--- config.mk ---
export PLATFORM = sky130hd
export DESIGN_NAME = input_unit_rc_flat
export DESIGN_NICKNAME = d
export VERILOG_FILES = /design/src/rtl/input_unit_rc_if.sv /design/src/rtl/input_unit_rc.sv /design/src/flat_wrapper.sv
export SDC_FILE = /design/constraint.sdc
export NUM_CORES = 1
export LEC_CHECK = 0
export ABC_CLOCK_PERIOD_IN_PS = 16400
export CORE_MARGIN = 4
export CORE_UTILIZATION = 66
export CTS_BUF_LIST = sky130_fd_sc_hd__clkbuf_4
export DETAILED_ROUTE_END_ITERATION = 7
export PLACE_DENSITY_LB_ADDON = 0.2
export SYNTH_ARGS = -nofsm -noshare
export SYNTH_HDL_FRONTEND = slang
export SYNTH_SLANG_ARGS = --single-unit
--- constraint.sdc ---
create_clock -name clk -period 16.4 [get_ports clk]
set_clock_uncertainty 0.2 [all_clocks]
set_input_delay 3.28 -clock clk [delete_from_list [all_inputs] [get_ports clk]]
set_output_delay 3.28 -clock clk [all_outputs]
set_load 0.01 [all_outputs]
--- src/rtl/input_unit_rc_if.sv ---
// Bundle between the input unit, its upstream link and the switch allocator.
// Revision 1.0: initial release.
`default_nettype none

interface input_unit_rc_if #(
  parameter int DATASIZE = 40
);
  logic [DATASIZE-1:0] data_in;
  logic                data_valid_in;
  logic                full;
  logic [3:0]          label;
  logic                east_req;
  logic [DATASIZE-1:0] data_out;
  logic                ready;
  logic                route_err;
  logic                overflow_err;

  modport master (
    output data_in, data_valid_in, ready,
    input  full, label, east_req, data_out, route_err, overflow_err
  );

  modport slave (
    input  data_in, data_valid_in, ready,
    output full, label, east_req, data_out, route_err, overflow_err
  );
endinterface

`default_nettype wire

--- src/rtl/input_unit_rc.sv ---
// input_unit_rc: per-port flit FIFO with XY route computation at write time.
// Optional HOP_STAMP_EN: saturating +1 on the head flit timestamp at the output. Revision 1.0.
`default_nettype none

module input_unit_rc #(
  parameter int DEPTH    = 8,
  parameter int WIDTH    = 3,
  parameter int DATASIZE = 40,
  parameter int CUR_X    = 0,
  parameter int CUR_Y    = 0,
  parameter int HAS_EAST = 0
) (
  input  logic            clk,
  input  logic            rst,
  input_unit_rc_if.slave  bus
);

  localparam logic [1:0] c_cur_x = 2'(CUR_X);
  localparam logic [1:0] c_cur_y = 2'(CUR_Y);

  // Label field layout: bit4=E, bit3=L, bit2=N, bit1=S, bit0=W.
  logic [DATASIZE+4:0] r_mem [DEPTH];
  logic [WIDTH-1:0]    r_wr_ptr;
  logic [WIDTH-1:0]    r_rd_ptr;
  logic [WIDTH:0]      r_count;
  logic [DATASIZE-1:0] r_last;
  logic                r_route_err;
  logic                r_overflow_err;

  logic [1:0]          w_dst_x;
  logic [1:0]          w_dst_y;
  logic [4:0]          w_route;
  logic                w_route_bad;
  logic                w_push;
  logic                w_pop;
  logic                w_nonempty;
  logic [DATASIZE+4:0] w_head;
  logic [DATASIZE-1:0] w_head_out;

  assign w_dst_x = bus.data_in[35:34];
  assign w_dst_y = bus.data_in[33:32];

  always_comb begin
    w_route = 5'b01000;
    if (w_dst_x > c_cur_x)      w_route = 5'b10000;
    else if (w_dst_x < c_cur_x) w_route = 5'b00001;
    else if (w_dst_y > c_cur_y) w_route = 5'b00010;
    else if (w_dst_y < c_cur_y) w_route = 5'b00100;
  end

  assign w_route_bad = w_route[4] && (HAS_EAST == 0);
  assign bus.full    = (r_count == (WIDTH+1)'(DEPTH));
  assign w_push      = bus.data_valid_in && !bus.full && !w_route_bad;
  assign w_nonempty  = (r_count != '0);
  assign w_head      = r_mem[r_rd_ptr];

  assign bus.label    = w_nonempty ? w_head[DATASIZE+3:DATASIZE] : 4'b0000;
  assign bus.east_req = w_nonempty && w_head[DATASIZE+4];
  assign w_pop        = bus.ready && ((bus.label != 4'b0000) || bus.east_req);

  always_comb begin
    w_head_out = w_head[DATASIZE-1:0];
`ifdef HOP_STAMP_EN
    if (w_head[31:24] != 8'hFF)
      w_head_out[31:24] = w_head[31:24] + 8'd1;
`endif
  end

  // When empty, the last presented flit is held rather than exposing a stale slot.
  assign bus.data_out     = w_nonempty ? w_head_out : r_last;
  assign bus.route_err    = r_route_err;
  assign bus.overflow_err = r_overflow_err;

  always_ff @(posedge clk) begin
    if (w_push)
      r_mem[r_wr_ptr] <= {w_route, bus.data_in};
  end

  always_ff @(posedge clk or posedge rst) begin
    if (rst) begin
      r_wr_ptr       <= '0;
      r_rd_ptr       <= '0;
      r_count        <= '0;
      r_last         <= '0;
      r_route_err    <= 1'b0;
      r_overflow_err <= 1'b0;
    end else begin
      r_route_err    <= bus.data_valid_in && !bus.full && w_route_bad;
      r_overflow_err <= bus.data_valid_in && bus.full;
      if (w_nonempty)
        r_last <= w_head_out;
      if (w_push)
        r_wr_ptr <= (r_wr_ptr == WIDTH'(DEPTH-1)) ? '0 : r_wr_ptr + WIDTH'(1);
      if (w_pop)
        r_rd_ptr <= (r_rd_ptr == WIDTH'(DEPTH-1)) ? '0 : r_rd_ptr + WIDTH'(1);
      case ({w_push, w_pop})
        2'b10:   r_count <= r_count + (WIDTH+1)'(1);
        2'b01:   r_count <= r_count - (WIDTH+1)'(1);
        default: r_count <= r_count;
      endcase
    end
  end

endmodule

`default_nettype wire
--- src/flat_wrapper.sv ---
// flat-port wrapper written by rule: the top's interface ports become plain ports
module input_unit_rc_flat 
#(
  parameter int DEPTH    = 8,
  parameter int WIDTH    = 3,
  parameter int DATASIZE = 40,
  parameter int CUR_X    = 0,
  parameter int CUR_Y    = 0,
  parameter int HAS_EAST = 0
)
  (clk, rst, bus_data_in, bus_data_valid_in, bus_ready, bus_full, bus_label, bus_east_req, bus_data_out, bus_route_err, bus_overflow_err);
  input_unit_rc_if #(.DATASIZE(DATASIZE)) bus_i ();
  input  logic clk;
  input  logic rst;
  input wire logic [$bits(bus_i.data_in)-1:0] bus_data_in;
  input wire logic [$bits(bus_i.data_valid_in)-1:0] bus_data_valid_in;
  input wire logic [$bits(bus_i.ready)-1:0] bus_ready;
  output wire logic [$bits(bus_i.full)-1:0] bus_full;
  output wire logic [$bits(bus_i.label)-1:0] bus_label;
  output wire logic [$bits(bus_i.east_req)-1:0] bus_east_req;
  output wire logic [$bits(bus_i.data_out)-1:0] bus_data_out;
  output wire logic [$bits(bus_i.route_err)-1:0] bus_route_err;
  output wire logic [$bits(bus_i.overflow_err)-1:0] bus_overflow_err;
  assign bus_i.data_in = bus_data_in;
  assign bus_i.data_valid_in = bus_data_valid_in;
  assign bus_i.ready = bus_ready;
  assign bus_full = bus_i.full;
  assign bus_label = bus_i.label;
  assign bus_east_req = bus_i.east_req;
  assign bus_data_out = bus_i.data_out;
  assign bus_route_err = bus_i.route_err;
  assign bus_overflow_err = bus_i.overflow_err;
  input_unit_rc #(.DEPTH(DEPTH), .WIDTH(WIDTH), .DATASIZE(DATASIZE), .CUR_X(CUR_X), .CUR_Y(CUR_Y), .HAS_EAST(HAS_EAST)) u_core (.clk(clk), .rst(rst), .bus(bus_i));
endmodule
Word-level counts from Yosys, hierarchy flattened:

Memory sizes are Yosys's and may differ from the RTL's.
Index checks and enable logic that the tools add are counted.

* add/sub/neg operators: 4
* $lt $le $gt $ge: 4
* equal/unequal tests: 5
* multiplexer cells: 11
* reductions and logical operators: 12

Operators with widths (count)
* two-way mux 40 bit: 1
* two-way mux 5 bit: 3
* two-way mux 4 bit: 2
* case mux 4 bit (2 select lines): 1
* nonzero test 4 bit: 2
* adder 3 x 1 -> 3 bit, second input constant: 2
* equality test 3 bit, second input constant: 2
* logical AND 1 bit: 6
* two-way mux 3 bit: 2
* adder 4 x 1 -> 4 bit, second input constant: 1
* equality test 4 bit, second input constant: 1
* greater-than comparator 2 x 1 -> 1 bit, second input constant: 2
* less-than comparator 2 x 1 -> 1 bit, second input constant: 2
* subtractor 4 x 1 -> 4 bit, second input constant: 1
* equality test 2 x 1 -> 1 bit, second input constant: 1
* equality test 2 bit, second input constant: 1
* logical NOT 1 bit: 2
* two-way mux 1 bit: 2
* nonzero test 2 bit: 1
* logical OR 1 bit: 1

* flip-flop bits (word level): 52
* RAM bits: 360
* bits of input ports: 44
* output and inout port bits: 48
* word-level logic and storage cells: 43
* memories: 1

Memory list
* u_core.r_mem: words 8, width 45, read ports 1, clocked after Yosys merged registers in 0, wr ports 1, RTL line input_unit_rc.sv:22 `logic [DATASIZE+4:0] r_mem [DEPTH];`

Longest topological paths before layout:

Gate-level depths: netlist (run 1).

* word-level depth: 9
* depth in mapped cells: 13
* depth with buffers taken out: 12

Worst setup path after synthesis (run 1):

Ideal clock, no wire load.

* kind: input port to flip-flop
* start: in bus_data_in[35]
* end: mem u_core.r_mem[0][0] in the netlist's numbering (enable)
* library setup time: 0.552 ns
* arrival time: 7.838 ns
* data required time: 15.648 ns
* setup slack: 7.810 ns
* cell stages on the path: 3
* path buffers: 0
* path through: nor2_1 -> nand3_1 -> nor4_1

* word-level cells in the longest chain between the ends: 7
* elaborated cells on any way between the ends: 8
* classes of those cells: order compare (2); mux (4); reduce/logical (2)

RTL lines
* start, declared: RTL line flat_wrapper.sv:15 `input wire logic [$bits(bus_i.data_in)-1:0] bus_data_in;`
* less-than comparator 2 x 1 -> 1 bit: RTL line input_unit_rc.sv:46 `else if (w_dst_x < c_cur_x) w_route = 5'b00001;`
* two-way mux 5 bit: RTL line input_unit_rc.sv:46
* two-way mux 5 bit (*): RTL line input_unit_rc.sv:45 `if (w_dst_x > c_cur_x) w_route = 5'b10000;`
* logical NOT 1 bit (*): RTL line input_unit_rc.sv:53 `assign w_push = bus.data_valid_in && !bus.full && !w_route_bad;`
* logical AND 1 bit (*): RTL line input_unit_rc.sv:53
* two-way mux 1 bit (*): RTL line input_unit_rc.sv:75 `if (w_push)`
* two-way mux 1 bit (not written as such) (*): RTL line input_unit_rc.sv:76 `r_mem[r_wr_ptr] <= {w_route, bus.data_in};`
* end, declared: RTL line input_unit_rc.sv:22

Every way passes the cells marked *; elsewhere a longest branch is shown, timed or not.

Worst setup path in the final report (run 1):

* start: reg u_core.r_rd_ptr[0]
* end: out bus_data_out[12]

* word-level cells in the longest chain between the ends: 2

RTL lines
* start, declared: RTL line input_unit_rc.sv:24 `logic [WIDTH-1:0] r_rd_ptr;`
* start signal, assigned: RTL line input_unit_rc.sv:95 `r_rd_ptr <= (r_rd_ptr == WIDTH'(DEPTH-1)) ? '0 : r_rd_ptr + WIDTH'(1);`
* memory (8 x 45 bit)
* two-way mux 40 bit: RTL line input_unit_rc.sv:70 `assign bus.data_out = w_nonempty ? w_head_out : r_last;`
* end, declared: RTL line flat_wrapper.sv:21 `output wire logic [$bits(bus_i.data_out)-1:0] bus_data_out;`

Every way passes these cells.

==> results of run 1 <==
-- worst min-delay path by stage --
stage	slack [ns]	start	to	cells past startpoint
after floorplan	0.30	u_core.r_count[3]	u_core.r_count[3]	1
final	0.29	u_core.r_last[20]	u_core.r_last[20]	2
after detailed placement	0.28	u_core.r_last[16]	u_core.r_last[16]	2
after global routing	0.32	u_core.r_last[20]	u_core.r_last[20]	2
after global placement	0.27	u_core.r_last[33]	u_core.r_last[33]	2
after CTS	0.30	u_core.r_last[29]	u_core.r_last[29]	2
-- cell usage after synthesis, drive strengths merged --
library cell	instances
a2111oi	1
a21o	3
a21oi	3
a311oi	1
and3	2
buf	26
clkbuf	11
conb	1
dfrtp	52
edfxtp	344
fa	1
ha	7
inv	9
mux2	3
mux2i	44
mux4	87
nand2	44
nand2b	2
nand3	1
nand4	1
nor2	16
nor2b	1
nor3	12
nor4	3
nor4b	1
o21ai	44
o311ai	1
o31ai	1
or4	1
xnor2	2
xor2	2
-- metrics by stage --
step / hold slack (ns) / power, uW / cells / utilization / worst slack, ns
floorplan: 0.296 / 1860 / 728 / - / 7.81
global placement: 0.271 / 2180 / 1079 / 0.724 / 9.46
detailed placement: 0.281 / 2220 / 1079 / 0.724 / 9.42
CTS: 0.296 / 3050 / 1252 / 0.781 / 8.65
global route: 0.318 / 3190 / 1253 / 0.782 / 8.43
finish: 0.293 / 3010 / 1253 / 0.782 / 8.82
-- cells in the final DEF (no fill, tap or decap), drive strengths merged --
| cell | count |
|---|---|
| a2111oi | 1 |
| nand2 | 44 |
| nand2b | 2 |
| inv | 12 |
| clkdlybuf4s50 | 89 |
| nor4 | 3 |
| clkinv | 13 |
| a21oi | 3 |
| conb | 2 |
| mux2 | 3 |
| o21ai | 44 |
| nor3 | 12 |
| o311ai | 1 |
| ha | 7 |
| a311oi | 1 |
| xor2 | 2 |
| dfrtp | 52 |
| xnor2 | 2 |
| and3 | 2 |
| nor2 | 16 |
| clkbuf | 154 |
| buf | 14 |
| mux2i | 44 |
| diode | 1 |
| edfxtp | 344 |
| fa | 1 |
| clkinvlp | 1 |
| nor2b | 1 |
| a21o | 3 |
| nor4b | 1 |
| bufinv | 2 |
| or4 | 1 |
| nand3 | 1 |
| nand4 | 1 |
| o31ai | 1 |
| mux4 | 87 |
-- critical path, delay by kind of cell (launching register included) --
| family | cells | cell delay (ns) |
|---|---|---|
| AO/OA/AOI/OAI | 1 | 0.47 |
| buffers and inverters | 2 | 1.55 |
| flip-flops | 1 | 0.85 |
| multiplexers | 2 | 0.44 |
-- cell type report --
class,instances,area share
sequential,396,0.660
multi-input combinational,286,0.188
clock buffer,154,0.0655
timing repair buffer,103,0.0565
tap,285,0.0202
clock inverter,19,0.00752
inverter,9,0.00192
antenna,1,0.000142
-- state kept, by name, summed over array words and instances, names as in the netlist --
| signal | cells |
|---|---|
| u_core.r_mem | 344 |
| u_core.bus.route_err | 1 |
| u_core.r_last | 40 |
| u_core.r_count | 4 |
| u_core.r_wr_ptr | 3 |
| u_core.bus.overflow_err | 1 |
| u_core.r_rd_ptr | 3 |
-- where the power goes --
group	leakage, uW	internal [uW]	total (uW)	switching [uW]
registers	0.00371	1200	1320	123
logic	0.00152	477	864	387
clock network	0.000773	455	824	369
total	0.00601	2130	3010	879
-- routing by layer --
metal	vias up	part of all wire
met5	-	0
met4	0	0.016
met3	42	0.078
met2	347	0.51
met1	3871	0.40
li1	3337	-
-- kinds of logic (layout without fill, tap and decap cells) --
logic type	after synthesis	in the layout
other cells	1	3
flops	396	396
mux	134	134
compound gates	54	54
buf+inv	46	285
simple gates	84	84
xor+xnor	4	4
fa+ha+maj	8	8
==> impl_metrics.ini, run 1 <==
[worst_hold_path]
min_path_type = flop to flop

[yosys]
yosys.area_share.simple = 0.0243
synthDistinctLibCells = 36
synth.avg_cell_area_sq_um = 20.8
synth_compound_area_frac = 0.0209
synthMuxAreaShare = 0.161
synth_top_area_share = 0.684
ys_seq_area_frac = 0.770
synth_top_family_by_area = multiplexers
synth_fa_ha_area_frac = 0.00713
synth_xor_area_frac = 0.00232
synth_area_leaders = edfxtp_1 (68%), mux4_2 (13%), dfrtp_1 (8.6%)
yosys_register_bits = 396
yosys.area.top_type = edfxtp_1
netlist_instances = 727
ys.warnings.count = 0
netlist_area_sq_mm = 0.0151

[placement]
place_congestion = 0.756
portBuffers = 89
dp_hpwl_um = 15300
placed_cell_area_sq_mm = 0.0163

[timing]
fin_crit_ns = 7.58
fmax_mhz = 132
rsz0062_at_grt = false
fin_tns_setup_ns = 0
relSlewSlack = 0.249
hold_viol = 0
worst_pin_slew_ns = 1.13
finalSetupViolCount = 0
maxSlewViolCount = 0
fin_crit_sh = 0.462

[floorplanning]
start_util = 0.669
io_pins = 92
dieArea_sq_mm = 0.0254
die_w_um = 159
row_count = 55
die_h_um = 159
core_area_sq_mm = 0.0226

[global_route]
grt_pass1_vias = 8249
grt_max_degree = 84
grt_busiest_layer = met2
grt_use_met2 = 0.390
grt_pass1_wl_um = 46400
antenna_found_initial = 1
grt_usage = 0.240
grt_util_met1 = 0.331
gr-usage-met3 = 0.0611
overflow = 0

[clocking]
cts_tree = yes
path_clk_slew_ns = 0.07
cts-root-buf = clkbuf_4
cts_hold_buf = 0
numCtsBuffers = 92
htreeDepth = 3
cts_max_path_buffers = 3
cts_setup_buffers = 0
cts_sinks = 396
cts_resized = 0
clk_latency_ns = 0.71

[setup_path]
crit_chain = buf_4 > mux4_2 > mux2i_1 > o21ai_0 > clkdlybuf4s50_1
reg2reg_slack_ns = 11.73
r2r-end = u_core.r_count[3]
rr_worst_depth = 13
rr_startpoint = u_core.r_rd_ptr[1]
cp-start-kind = flop
setup.worst_path.end = bus_data_out[12]
crit_type = flop to output port
critical_path_arrival_ns = 4.10
slowest_delay_ns = 0.91
cp.required_ns = 12.92
cp-startpoint = u_core.r_rd_ptr[0]
slowest_stage = buf_4
end_kind = output port
critPathMaxFanout = 56

[detailed_routing]
wl_per_cell_um = 23.5
ant_nets = 0
vias = 7597
dr.pass1.iters = 5
drcViolationCount = 0
routed_wl_um = 29400
via_per_inst = 6.06
drtIter0Drc = 596

[cells_and_area]
fillCellCount = 1214
nets = 940
fin_area_sq_mm = 0.0176
area_growth_pct = 16.8
drive_gt1_frac = 0.290
multi_input_area_sq_mm = 0.00332
seq_area_sq_mm = 0.0116

[outcome]
status = completed

[run]
maxCapViolCount = 0

[power]
power.density_mw_per_mm2 = 171
max-vdd-ir-drop_mv = 0.118
p_leak_uw = 0.00601
Power figures use the tool's default switching activity.
==> inputs of run 2 (changes only) <==
--- a/config.mk
+++ b/config.mk
@@ -5,9 +5,9 @@
 export SDC_FILE = /design/constraint.sdc
 export NUM_CORES = 1
 export LEC_CHECK = 0
-export ABC_CLOCK_PERIOD_IN_PS = 16400
+export ABC_CLOCK_PERIOD_IN_PS = 7900
 export CORE_MARGIN = 4
-export CORE_UTILIZATION = 66
+export CORE_UTILIZATION = 61
 export CTS_BUF_LIST = sky130_fd_sc_hd__clkbuf_4
 export DETAILED_ROUTE_END_ITERATION = 7
 export PLACE_DENSITY_LB_ADDON = 0.2
==> constraint.sdc (replaced) <==
create_clock -name clk -period 7.9 [get_ports clk]
set_clock_uncertainty 0.2 [all_clocks]
set_input_delay 1.58 -clock clk [delete_from_list [all_inputs] [get_ports clk]]
set_output_delay 1.58 -clock clk [all_outputs]
set_load 0.01 [all_outputs]
==> impl_metrics.ini, run 2 (synthesized netlist as in run 1, its figures left out) <==
[outcome]
status = completed

[timing]
relSlewSlack = 0.305
fin_tns_setup_ns = 0
hold_viol = 0
rsz0062_at_grt = false
worst_pin_slew_ns = 1.04
fin_crit_ns = 5.54
maxSlewViolCount = 0
fin_crit_sh = 0.701
fmax_mhz = 180
finalSetupViolCount = 0

[setup_path]
critical_path_arrival_ns = 3.76
end_kind = output port
cp-start-kind = flop
crit_chain = buf_4 > mux4_2 > mux2i_1 > o21ai_0 > clkdlybuf4s50_1
crit_type = flop to output port
critPathMaxFanout = 67
path_buf_inv = 2
slowest_stage = dfrtp_4
cp_top_family = buffers and inverters
slowest_delay_ns = 1.03
cp.required_ns = 6.12

[power]
power.density_mw_per_mm2 = 349
max-vdd-ir-drop_mv = 0.236
p_leak_uw = 0.00598

[cells_and_area]
drive_gt1_frac = 0.280
layout_commonest_cell = edfxtp_1
area_growth_pct = 17.0
reg.largest.list = u_core.r_mem: 344 flops, u_core.r_last: 40 flops, u_core.r_count: 4 flops
largest_register = u_core.r_mem
most-common-layout-cells = edfxtp_1 (344), clkbuf_4 (145), clkdlybuf4s50_1 (89)
nets = 947
largest_reg_flops = 344
final_util = 0.727

[clocking]
cts-root-buf = clkbuf_4
cts_setup_buffers = 0
clk_latency_ns = 0.70
htreeDepth = 3
cts_hold_buf = 0
cts_sinks = 396
cts_max_path_buffers = 3
cts_resized = 0
path_clk_slew_ns = 0.06
cts_tree = yes
numCtsBuffers = 96

[floorplanning]
start_util = 0.621
io_pins = 92
dieArea_sq_mm = 0.0273
die_h_um = 165
row_count = 57
die_w_um = 165
core_area_sq_mm = 0.0243

[worst_hold_path]
min_path_type = flop to flop

[global_route]
overflow = 0
grt_pass1_wl_um = 44800
grt_usage = 0.221
antenna_found_initial = 2
grt_pass1_vias = 8155
grt_max_degree = 84

[detailed_routing]
dr.pass1.iters = 5
drtIter0Drc = 472
vias = 7490
wl_per_cell_um = 22.0
ant_nets = 0
drcViolationCount = 0
routed_wl_um = 28500
via_per_inst = 5.77

[placement]
dp_hpwl_um = 15800
portBuffers = 89
place_congestion = 0.730

[run]
maxCapViolCount = 0
## run 2: worst paths after layout
path                                          from                  to  slack [ns]  depth (start not counted)
worst max-delay path            u_core.r_rd_ptr[1]    bus_data_out[12]        2.36                          5
worst min-delay path              u_core.r_last[2]    u_core.r_last[2]        0.29                          2
worst max register to register  u_core.r_rd_ptr[1]   u_core.r_count[3]        3.42                         13
worst min register to register    u_core.r_last[2]    u_core.r_last[2]        0.29                          2
max in group asynchronous                      rst  u_core.r_rd_ptr[2]        5.66                          3
min in group asynchronous                      rst   u_core.r_last[25]        1.23                          3
## run 2: worst register-to-register path: cells and delay by family, from the launching register on
| kind | cells | cell delay (ns) |
|---|---|---|
| compound gates | 3 | 0.69 |
| fa+ha+maj | 2 | 0.54 |
| xor+xnor | 2 | 0.29 |
| buf+inv | 2 | 0.65 |
| mux | 2 | 0.80 |
| flops | 1 | 1.03 |
| simple gates | 2 | 0.18 |
## run 2: cell type report
class,instances,area (sq um)
Fill cell,1481,6650
Clock buffer,145,1090
Tap cell,324,405
Timing Repair Buffer,106,1030
Antenna cell,1,2.50
Inverter,9,33.8
Multi-Input combinational cell,286,3320
Sequential cell,396,11600
Clock inverter,30,150
## run 2: where the power goes
part           internal (uW)  switching (uW)
clock network            871             755
logic                   1000             766
registers               2490             287
## run 2: routing by layer
layer | wire (um) | share of wire | global-route usage | up-vias
met4 | 445 | 0.016 | 0.0697 | 2
li1 | - | - | - | 3354
met3 | 1900 | 0.067 | 0.0541 | 46
met5 | 13 | 0.00046 | 0 | -
met2 | 14600 | 0.51 | 0.366 | 259
met1 | 11600 | 0.41 | 0.295 | 3829
## run 2: metrics by stage
stage | cell area (sq um) | std cells | setup WS (ns) | power, uW | hold WS (ns)
2_1_floorplan | 15100 | 728 | 1.01 | 3860 | 0.296
3_3_place_gp | 16400 | 1121 | 3.09 | 4550 | 0.270
3_5_place_dp | 16400 | 1121 | 3.05 | 4610 | 0.281
4_1_cts | 17700 | 1296 | 2.25 | 6250 | 0.299
5_1_grt | 17700 | 1297 | 2.09 | 6550 | 0.329
6_report | 17700 | 1297 | 2.36 | 6170 | 0.294
==> inputs of run 3 (changes only) <==
--- a/config.mk
+++ b/config.mk
@@ -5,9 +5,9 @@
 export SDC_FILE = /design/constraint.sdc
 export NUM_CORES = 1
 export LEC_CHECK = 0
-export ABC_CLOCK_PERIOD_IN_PS = 7900
+export ABC_CLOCK_PERIOD_IN_PS = 4550
 export CORE_MARGIN = 4
-export CORE_UTILIZATION = 61
+export CORE_UTILIZATION = 55
 export CTS_BUF_LIST = sky130_fd_sc_hd__clkbuf_4
 export DETAILED_ROUTE_END_ITERATION = 7
 export PLACE_DENSITY_LB_ADDON = 0.2
==> constraint.sdc (replaced) <==
create_clock -name clk -period 4.55 [get_ports clk]
set_clock_uncertainty 0.2 [all_clocks]
set_input_delay 0.91 -clock clk [delete_from_list [all_inputs] [get_ports clk]]
set_output_delay 0.91 -clock clk [all_outputs]
set_load 0.01 [all_outputs]
==> impl_metrics.ini, run 3 (synthesized netlist as in run 1, its figures left out) <==
[clocking]
path_clk_slew_ns = 0.06
cts-root-buf = clkbuf_4
cts_hold_buf = 0
cts_tree = yes
cts_sinks = 396
numCtsBuffers = 97
clk_latency_ns = 0.71
htreeDepth = 3
cts_max_path_buffers = 3

[placement]
dp_hpwl_um = 17000
place_congestion = 0.782
placed_cell_area_sq_mm = 0.0165
portBuffers = 89
dp_slack_ns = 0.699

[detailed_routing]
ant_nets = 0
drcViolationCount = 0
via_per_inst = 5.71
dr.pass1.iters = 5
wl_per_cell_um = 22.9
vias = 7601
drtIter0Drc = 654
routed_wl_um = 30500

[cells_and_area]
final_util = 0.663
nets = 959
largest_reg_flops = 344
largest_register = u_core.r_mem
fin_area_sq_mm = 0.0179
reg.largest.list = u_core.r_mem: 344 flops, u_core.r_last: 40 flops, u_core.r_count: 4 flops
drive_gt1_frac = 0.301
layout_commonest_cell = edfxtp_1
most-common-layout-cells = edfxtp_1 (344), clkbuf_4 (155), clkdlybuf4s50_1 (89)
area_growth_pct = 18.4

[timing]
fmax_mhz = 232
fin_crit_ns = 4.30
finalWorstSetupSlack_ns = 0.248
fin_tns_setup_ns = 0
rsz0062_at_grt = false
maxSlewViolCount = 0
fin_crit_sh = 0.945
hold_viol = 0
relSlewSlack = 0.472
finalSetupViolCount = 0
worst_pin_slew_ns = 0.786

[floorplanning]
die_h_um = 174
die_w_um = 174
row_count = 60
start_util = 0.560
dieArea_sq_mm = 0.0302
io_pins = 92
core_area_sq_mm = 0.0270

[worst_hold_path]
min_path_type = flop to flop
whs_path_depth = 2

[global_route]
grt_pass1_vias = 8290
grt_max_degree = 62
grt_usage = 0.208
antenna_found_initial = 2
overflow = 0
grt_pass1_wl_um = 47700

[power]
max-vdd-ir-drop_mv = 0.363
power_uw = 10900
p_leak_uw = 0.00611
power.density_mw_per_mm2 = 612

[setup_path]
cp_top_family = buffers and inverters
slowest_stage = dfrtp_4
crit_chain = buf_4 > mux4_2 > mux2i_1 > o21ai_0 > clkdlybuf4s50_1
cp-start-kind = flop
rr_worst_depth = 12
crit_type = flop to output port
slowest_delay_ns = 0.72
critical_path_arrival_ns = 3.19
path_buf_inv = 2
cp.required_ns = 3.44
end_kind = output port
critPathMaxFanout = 32
crit_cells = 5

[outcome]
status = completed

[run]
maxCapViolCount = 0
## run 3: layout make-up
type	count	area (sq um)
inverters	9	33.8
clock inverters	26	141
flip-flops and latches	396	11600
well taps	341	427
multi-input cells	286	3340
repair buffers	117	1130
clock buffers	155	1160
diodes	2	5.00
fillers	1795	9070
## run 3: routing by layer
metal,track usage,routed length [um],vias to the layer above
li1,-,-,3382
met1,0.286,12800,3912
met2,0.335,15200,258
met3,0.0513,1920,49
met4,0.0670,586,0
met5,0,0,-
## run 3: worst min-delay path, delay by kind of cell, from the launching register on
family / cells / cell delay [ns]
flip-flops: 1 / 0.32
AO/OA/AOI/OAI: 1 / 0.08
AND/OR/NAND/NOR: 1 / 0.04
## run 3: final timing paths
| kind | start | slack [ns] | to |
|---|---|---|---|
| worst min-delay path | u_core.r_last[26] | 0.29 | u_core.r_last[26] |
| worst max register to register | u_core.r_rd_ptr[1] | 0.99 | u_core.r_count[3] |
| max in group asynchronous | rst | 2.67 | u_core.r_rd_ptr[0] |
| min in group asynchronous | rst | 0.46 | u_core.r_last[8] |
| worst min register to register | u_core.r_last[26] | 0.29 | u_core.r_last[26] |
| worst max-delay path | u_core.r_rd_ptr[1] | 0.25 | bus_data_out[21] |
## run 3: what timing repair did
item / 4_1_cts / 5_1_grt
resized for setup: 0 / 1
endpoints found under the setup margin: 4 / 1
buffers inserted: 1 / 0
gates cloned: 0 / 0
## run 3: power breakdown
group          internal [uW]  switching, uW  leakage, uW  total (uW)
clock network           1610           1350     0.000786        2960
registers               4330            323      0.00371        4650
logic                   1780           1560      0.00161        3340
total                   7710           3230      0.00611       10900
## run 3: stage by stage
step,std cells,hold WS (ns)
after floorplan,728,0.296
after CTS,1330,0.295
final,1332,0.291
after detailed placement,1148,0.280
after global routing,1332,0.325
after global placement,1148,0.271
